$ cat src/rtl/pipe_stage_elastic_if.sv
// Valid/ready bundle for one side of an elastic stage.
// master drives valid/data/pc/bd; slave drives ready.
interface pipe_stage_elastic_if #(
  parameter int DATA_W = 192,
  parameter int PC_W   = 32
);
  logic              valid;
  logic              ready;
  logic [DATA_W-1:0] data;
  logic [PC_W-1:0]   pc;
  logic              bd;

  modport master (
    output valid, data, pc, bd,
    input  ready
  );

  modport slave (
    input  valid, data, pc, bd,
    output ready
  );
endinterface

$ cat src/rtl/pipe_stage_elastic.sv
// Elastic pipeline-stage register with a one-entry skid buffer.
// Ports: Clk, Rst (sync, high), flush, up (slave), dn (master), stall_cnt.
module pipe_stage_elastic #(
  parameter int          DATA_W        = 192,
  parameter int          PC_W          = 32,
  parameter logic [PC_W-1:0] RESET_PC  = '0,
  parameter bit          FLUSH_KEEP_PC = 1'b1,
  parameter int          CNT_W         = 16
) (
  input  logic                 Clk,
  input  logic                 Rst,
  input  logic                 flush,
  pipe_stage_elastic_if.slave  up,
  pipe_stage_elastic_if.master dn,
  output logic [CNT_W-1:0]     stall_cnt
);

  // state bits double as {skid_valid, main_valid}
  typedef enum logic [1:0] {
    EMPTY = 2'b00,
    FULL  = 2'b01,
    SKID  = 2'b11
  } state_t;

  state_t            state;
  logic [DATA_W-1:0] main_data, skid_data;
  logic [PC_W-1:0]   main_pc, skid_pc;
  logic              main_bd, skid_bd;
  logic              main_valid, skid_valid;
  logic              accept, consume;

  assign main_valid = state[0];
  assign skid_valid = state[1];

  // in_ready is the inverted skid flop: no path from dn.ready
  assign up.ready = ~skid_valid;
  assign accept   = up.valid & up.ready;
  assign consume  = main_valid & dn.ready;

  assign dn.valid = main_valid;
  assign dn.data  = main_data;
  assign dn.pc    = main_pc;
  assign dn.bd    = main_bd;

  always_ff @(posedge Clk) begin
    if (Rst) begin
      state     <= EMPTY;
      main_data <= '0;
      main_pc   <= RESET_PC;
      main_bd   <= 1'b0;
      skid_data <= '0;
      skid_pc   <= RESET_PC;
      skid_bd   <= 1'b0;
      stall_cnt <= '0;
    end else begin
      if (main_valid && !dn.ready && stall_cnt != '1)
        stall_cnt <= stall_cnt + 1'b1;
      if (flush) begin
        state     <= EMPTY;
        main_data <= '0;
        main_bd   <= 1'b0;
        skid_data <= '0;
        skid_pc   <= RESET_PC;
        skid_bd   <= 1'b0;
        if (!FLUSH_KEEP_PC)
          main_pc <= RESET_PC;
      end else begin
        unique case (state)
          EMPTY: begin
            if (accept) begin
              main_data <= up.data;
              main_pc   <= up.pc;
              main_bd   <= up.bd;
              state     <= FULL;
            end
          end
          FULL: begin
            if (consume && accept) begin
              main_data <= up.data;
              main_pc   <= up.pc;
              main_bd   <= up.bd;
            end else if (consume) begin
              state <= EMPTY;
            end else if (accept) begin
              skid_data <= up.data;
              skid_pc   <= up.pc;
              skid_bd   <= up.bd;
              state     <= SKID;
            end
          end
          SKID: begin
            if (consume) begin
              main_data <= skid_data;
              main_pc   <= skid_pc;
              main_bd   <= skid_bd;
              state     <= FULL;
            end
          end
          default: state <= EMPTY;
        endcase
      end
    end
  end

endmodule

$ cat src/flat_wrapper.sv
// flat-port wrapper written by rule: the top's interface ports become plain ports
module pipe_stage_elastic_flat 
#(
  parameter int          DATA_W        = 192,
  parameter int          PC_W          = 32,
  parameter logic [PC_W-1:0] RESET_PC  = '0,
  parameter bit          FLUSH_KEEP_PC = 1'b1,
  parameter int          CNT_W         = 16
)
  (Clk, Rst, flush, stall_cnt, up_valid, up_data, up_pc, up_bd, up_ready, dn_valid, dn_data, dn_pc, dn_bd, dn_ready);
  pipe_stage_elastic_if #(.DATA_W(DATA_W), .PC_W(PC_W)) up_i ();
  pipe_stage_elastic_if #(.DATA_W(DATA_W), .PC_W(PC_W)) dn_i ();
  input  logic Clk;
  input  logic Rst;
  input  logic flush;
  output logic [CNT_W-1:0] stall_cnt;
  input wire logic [$bits(up_i.valid)-1:0] up_valid;
  input wire logic [$bits(up_i.data)-1:0] up_data;
  input wire logic [$bits(up_i.pc)-1:0] up_pc;
  input wire logic [$bits(up_i.bd)-1:0] up_bd;
  output wire logic [$bits(up_i.ready)-1:0] up_ready;
  output wire logic [$bits(dn_i.valid)-1:0] dn_valid;
  output wire logic [$bits(dn_i.data)-1:0] dn_data;
  output wire logic [$bits(dn_i.pc)-1:0] dn_pc;
  output wire logic [$bits(dn_i.bd)-1:0] dn_bd;
  input wire logic [$bits(dn_i.ready)-1:0] dn_ready;
  assign up_i.valid = up_valid;
  assign up_i.data = up_data;
  assign up_i.pc = up_pc;
  assign up_i.bd = up_bd;
  assign up_ready = up_i.ready;
  assign dn_valid = dn_i.valid;
  assign dn_data = dn_i.data;
  assign dn_pc = dn_i.pc;
  assign dn_bd = dn_i.bd;
  assign dn_i.ready = dn_ready;
  pipe_stage_elastic #(.DATA_W(DATA_W), .PC_W(PC_W), .RESET_PC(RESET_PC), .FLUSH_KEEP_PC(FLUSH_KEEP_PC), .CNT_W(CNT_W)) u_core (.Clk(Clk), .Rst(Rst), .flush(flush), .up(up_i), .dn(dn_i), .stall_cnt(stall_cnt));
endmodule
$ cat config.mk
export PLATFORM = sky130hd
export DESIGN_NAME = pipe_stage_elastic_flat
export DESIGN_NICKNAME = d
export VERILOG_FILES = /design/src/rtl/pipe_stage_elastic_if.sv /design/src/rtl/pipe_stage_elastic.sv /design/src/flat_wrapper.sv
export SDC_FILE = /design/constraint.sdc
export NUM_CORES = 1
export LEC_CHECK = 0
export CORE_UTILIZATION = 40
export DETAILED_ROUTE_END_ITERATION = 12
export PLACE_DENSITY = 0.78
export SETUP_SLACK_MARGIN = 0.02
export SYNTH_ARGS = -nofsm -noshare
export SYNTH_HDL_FRONTEND = slang
export SYNTH_SLANG_ARGS = --single-unit
$ cat constraint.sdc
create_clock -name Clk -period 2.2 [get_ports Clk]
set_input_delay 0.22 -clock Clk [delete_from_list [all_inputs] [get_ports Clk]]
set_output_delay 0.22 -clock Clk [all_outputs]
set_load 0.01 [all_outputs]
# ---- Word-level counts from Yosys, hierarchy flattened
# Index checks and enable logic that the tools add are counted.
dict set report totals {
  input_bits 230
  reg_bits 468
  output_inout_bits 243
  elab_cells 52
}
dict set report op_classes {
  bitwise_logic 6
  eq_ne 8
  n_mux 18
  add_sub_neg 1
  n_reduce_logical 11
}
# operator count
set ops {}
lappend ops {{192-bit two-way mux} 3}
lappend ops {{192-bit case mux with 3 select lines} 1}
lappend ops {{32-bit two-way mux} 3}
lappend ops {{32-bit case mux with 3 select lines} 1}
lappend ops {{16-bit by 1-bit adder with 16-bit output (second input constant)} 1}
lappend ops {{16-bit != test (second input constant)} 1}
lappend ops {{4-bit AND reduction} 3}
lappend ops {{2-bit two-way mux} 5}
lappend ops {{2-bit by 1-bit != test with 1-bit output (second input constant)} 3}
lappend ops {{2-bit case mux with 3 select lines} 1}
lappend ops {{5-bit AND reduction} 1}
lappend ops {{1-bit NOT} 4}
lappend ops {{1-bit logical AND} 3}
lappend ops {{1-bit two-way mux} 3}
lappend ops {{3-bit by 1-bit != test with 1-bit output (second input constant)} 1}
lappend ops {{1-bit case mux with 3 select lines} 1}
lappend ops {{3-bit nonzero test} 1}
lappend ops {{1-bit bitwise AND} 2}
lappend ops {{2-bit by 1-bit == test with 1-bit output (second input constant)} 1}
lappend ops {{2-bit == test (second input constant)} 1}
lappend ops {{2-bit zero test} 1}
lappend ops {{2-bit != test (second input constant)} 1}
lappend ops {{2-bit OR reduction} 1}
lappend ops {{1-bit zero test} 1}

# ---- Longest topological paths before layout
dict set report logic_depth {
  word_depth 6
  mapped_depth 8
  depth_no_buf 5
}

# ---- Worst setup path before layout
# OpenSTA, ideal clock, no wires.
dict set report synth_timing {
  path_kind {register to register}
  startpoint {register u_core.state[0]}
  endpoint {register u_core.main_data[100] (netlist: u_core.dn.data[100])}
  path_buffers 3
  required_ns 2.066
  period_less_slack_ns 2.137
  path_stages_with_launch 9
  setup_slack_ns 0.063
  setup_time_ns 0.134
  arrival_ns 2.003
  path_cell_list {dfxtp_1 -> ha_1 -> buf_2 -> a21boi_0 -> a221o_1 -> nor2_1 -> clkbuf_1 -> buf_2 -> a211oi_1}
}
dict set report synth_via {
  elab_chain_cells 4
  elab_cells_between_ends 11
  classes_between {eq/ne (5); mux (1); bitwise (1); reduce/logical (4)}
}
# item line
set synth_rtl {}
lappend synth_rtl {{start: declaration} pipe_stage_elastic.sv:25} ;# state_t state;
lappend synth_rtl {{start signal: assignment} pipe_stage_elastic.sv:47} ;# state <= EMPTY;
lappend synth_rtl {{start signal: assignment} pipe_stage_elastic.sv:59} ;# state <= EMPTY;
lappend synth_rtl {{start signal: assignment} pipe_stage_elastic.sv:74} ;# state <= FULL;
lappend synth_rtl {{1-bit bitwise AND} pipe_stage_elastic.sv:38} ;# assign consume = main_valid & dn.ready;
lappend synth_rtl {{1-bit logical AND} pipe_stage_elastic.sv:78} ;# if (consume && accept) begin
lappend synth_rtl {{2-bit by 1-bit != test with 1-bit output (no source line)} -}
lappend synth_rtl {{4-bit AND reduction (no source line)} -}
lappend synth_rtl {{end signal: assignment} pipe_stage_elastic.sv:71} ;# main_data <= up.data;
lappend synth_rtl {{end signal: assignment} pipe_stage_elastic.sv:79} ;# main_data <= up.data;
lappend synth_rtl {{end signal: assignment} pipe_stage_elastic.sv:93} ;# main_data <= skid_data;
lappend synth_rtl {{end: declaration} pipe_stage_elastic.sv:26} ;# logic [DATA_W-1:0] main_data, skid_data;
# Parallel ways exist; a longest one is shown, timed or not.
# A chain may end at the register's enable or synchronous reset.

# ---- Final worst setup path
dict set report layout_timing {
  startpoint {register u_core.state[1]}
  endpoint {register u_core.main_pc[5] (netlist: u_core.dn.pc[5])}
}
dict set report layout_via {
  elab_chain_cells 5
  elab_cells_between_ends 12
  classes_between {eq/ne (5); mux (1); bitwise (2); reduce/logical (4)}
}
# item line
set layout_rtl {}
lappend layout_rtl {{1-bit NOT} pipe_stage_elastic.sv:36} ;# assign up.ready = ~skid_valid;
lappend layout_rtl {{1-bit bitwise AND} pipe_stage_elastic.sv:37} ;# assign accept = up.valid & up.ready;
lappend layout_rtl {{1-bit logical AND} pipe_stage_elastic.sv:78}
lappend layout_rtl {{2-bit by 1-bit != test with 1-bit output (no source line)} -}
lappend layout_rtl {{5-bit AND reduction (no source line)} -}
lappend layout_rtl {{end signal: assignment} pipe_stage_elastic.sv:72} ;# main_pc <= up.pc;
lappend layout_rtl {{end signal: assignment} pipe_stage_elastic.sv:80} ;# main_pc <= up.pc;
lappend layout_rtl {{end signal: assignment} pipe_stage_elastic.sv:94} ;# main_pc <= skid_pc;
lappend layout_rtl {{end: declaration} pipe_stage_elastic.sv:27} ;# logic [PC_W-1:0] main_pc, skid_pc;
# Parallel ways exist; a longest one is shown, timed or not.

==> impl_results.md <==
- Fill cells: approximately 3900
- # setup viols final: 0
- Warnings, synthesis: 0
- Max cap viols: 0
- Vias in the first global route: between 15000 and 20000
- Max Clock Freq: 466 MHz
- Initial antenna violation count: 8
- Pint: 15800 µW
- Status: completed
- Clk buf depth: 3
- IO Pins: approximately 470
- I/O Buffers: 472
- Mapped Nets: around 2400
- FP Rows: between 70 and 80
- Power per cell area: between 800 and 900 mW/mm²
- RSZ-0062 raised after global routing: no
- EDFF count, synth: 0
- Vias per cell: approximately 5.5
- Synthesized area per cell: roughly 8.7 µm²
- Layout cell share with drive strength beyond 1: under 10%
- Synth async-reset ratio: 0%
- CP startpoint kind: flip-flop
- Die area: 0.0481 mm²
- Fin crit share: just under 100%
- HPWL after detailed placement: between 40000 and 50000 µm
- CP Capture Type: flip-flop
- Reg area: roughly 0.0094 mm²
- Global-route congestion overflow total: 0
- Via count: 17926
- Iteration-0 DRC Markers: 1347
- NetSw: between 5000 and 6000 µW
- DRC: 0
- Overall Power: ~22000 µW
- Post-synth cell types: just over 40
- Max VDD drop: 702 µV
- Transition time of the tightest slew-check pin: around 1.1 ns
- TritonCTS clock tree: built
- Largest net degree at the start of global routing: between 100 and 150
- Max-slew violations: 0
- Overall routed net length: roughly 60000 µm
- First-pass DRT Iterations: 6
- CORE AREA: about 0.047 mm²
- Pre-CTS setup slack: -0.152 ns
- Post-detailed-route count of antenna-violating nets: 0
- Die X: between 200 and 250 µm
- First-pass GRT wire length: 92100 µm
- Clock skew: between 0.02 and 0.03 ns
- Crit path max fanout: 9
- Clk slew on worst S/H paths: roughly 0.06 ns
- H-tree lvl count: 2
- NumNets Final: 2835
- Post-synthesis cell area: 0.0189 mm²
- Worst EP required: between 2 and 3 ns
- DR WL/cell: 18.3 µm
- Die height: between 200 and 250 µm
- Comb pwr share: about a fifth
- Register area share after synthesis: between 40% and 50%
- Sw Share: 26.6%
- TritonCTS Buffers: around 50
- Root Buffer: clkbuf_16
- Clock sink count: about 470
- Dominant synthesized flop cell: dfxtp_1
- Hold WC Path Type: input pin to flip-flop
- Synth Instances: about 2200
- Total GRT Usage: roughly a quarter
- Clk_lat worst skew: about 0.58 ns
- Final hold viol count: 0
- DP Area: about 0.025 mm²
- Final min period: roughly 2.1 ns
- Final worst slack: 0.0551 ns
- Setup CP Type: flip-flop to flip-flop
- CP arrival: 2.62 ns
- Initial Utilization: 40.6%
- Post-route cell area: around 0.027 mm²
- Reg power frac: a little over two fifths
- Area Growth Syn to Fin: 41.9%
- Multi-input logic area: ~0.0087 mm²
- GP Congestion: ~0.88
- Clock share of power: around two fifths
- Leakage power total: slightly below 0.009 µW
- FF+latch count, synth: about 470
- Fin Setup TNS: 0 ns
- Slew HR: approximately 30%
[cell families (layout without fill, tap and decap cells)]
| logic type | after synthesis | in the layout | synth area share [%] |
|---|---|---|---|
| buf+inv | 244 | 716 | 5.19 |
| other cells | 0 | 5 | 0 |
| flops | 468 | 468 | 49.5 |
| mux | 194 | 194 | 10.3 |
| compound gates | 710 | 710 | 22.7 |
| xor+xnor | 1 | 1 | 0.0463 |
| fa+ha+maj | 6 | 6 | 0.397 |
| simple gates | 540 | 540 | 11.8 |
[stage by stage]
step / hold WS (ns) / util [%] / instances
3_5_place_dp: 0.446 / 53.9 / 3153
5_1_grt: 0.196 / 57.6 / 3247
6_report: 0.211 / 57.6 / 3247
2_1_floorplan: 0.356 / - / 2163
4_1_cts: 0.171 / 57.4 / 3240
3_3_place_gp: 0.441 / 53.9 / 3153
[worst paths after layout]
path                                              end  cells past startpoint                   from  slack [ns]
worst max register to register        u_core.dn.pc[5]                      6        u_core.state[1]        0.06
worst max-delay path                  u_core.dn.pc[5]                      6        u_core.state[1]        0.06
worst min register to register  u_core.skid_data[191]                      2  u_core.skid_data[191]        0.45
worst min-delay path               u_core.skid_pc[27]                      3              up_pc[27]        0.21
[critical path, stage by stage, from the launching register on]
cell,delay (ns)
dfxtp_1,0.41
inv_1,0.12
ha_1,0.25
a221o_1,0.38
or3_4,0.36
buf_4,0.19
a221oi_1,0.32
[registers in the layout, indices dropped and copies added (netlist names)]
name and flops:
u_core.dn.pc 32, u_core.dn.bd 1, u_core.skid_bd 1, u_core.skid_data 192, u_core.dn.data 192, u_core.stall_cnt 16, u_core.skid_pc 32, u_core.state 2
[repair_timing]
| item | in CTS | in global routing |
|---|---|---|
| hold buffers | 0 | 0 |
| endpoints found under the setup margin | 3 | 34 |
| pin swaps | 0 | 1 |
| cloned | 0 | 0 |
| setup buffers | 0 | 2 |
| resized for setup | 2 | 13 |
[cell usage in the layout (no fill, tap or decap), drive strengths merged, types with 5 or more instances in the layout]
| cell | Yosys | final |
|---|---|---|
| inv | 37 | 40 |
| a211oi | 226 | 226 |
| mux2i | 193 | 193 |
| o31ai | 7 | 7 |
| a221oi | 34 | 34 |
| or4 | 6 | 6 |
| clkbuf | 146 | 70 |
| nor2b | 35 | 35 |
| ha | 6 | 6 |
| buf | 61 | 120 |
| clkinv | 0 | 11 |
| nand2 | 455 | 455 |
| nand3 | 9 | 9 |
| nand4 | 6 | 6 |
| dfxtp | 468 | 468 |
| a21oi | 428 | 428 |
| diode | 0 | 5 |
| clkdlybuf4s50 | 0 | 472 |
[power groups by stage]
stage	Clock, µW	Sequential (µW)	Combinational, µW
floorplan	0	9430	1640
global placement	0	9290	3910
detailed placement	0	9310	4010
CTS	8430	9130	4030
global route	8780	9170	4370
finish	8290	9130	4080
[synth_stat cells, types with 9 or more instances]
cell      instances  share of area, %
nor2b_1          35               1.2
a21oi_1         428                11
clkbuf_1        146               2.9
nand3_1           9              0.24
mux2i_1         193                10
dfxtp_1         468                50
buf_1             9              0.18
buf_2            52               1.4
inv_1            37              0.73
a211oi_1        226               9.0
a221oi_1         34               1.6
nand2_1         455               9.0
[layer usage]
metal | wire, µm | global-route usage (%) | part of all wire, %
met1 | 23800 | 29.2 | 40
met2 | 28400 | 38.6 | 48
met3 | 4820 | 5.81 | 8.1
met4 | 2400 | 11.1 | 4.0
met5 | 41 | 0 | 0.069
[layout make-up]
cell class / count / share of cell area (%)
inverters: 37 / 0.536
diodes: 5 / 0.0466
flip-flops and latches: 468 / 34.9
clock buffers: 70 / 5.43
well taps: 607 / 2.83
multi-input cells: 1451 / 32.4
repair buffers: 592 / 23.2
clock inverters: 17 / 0.578
No activity file was read; power rests on OpenSTA's default activity.
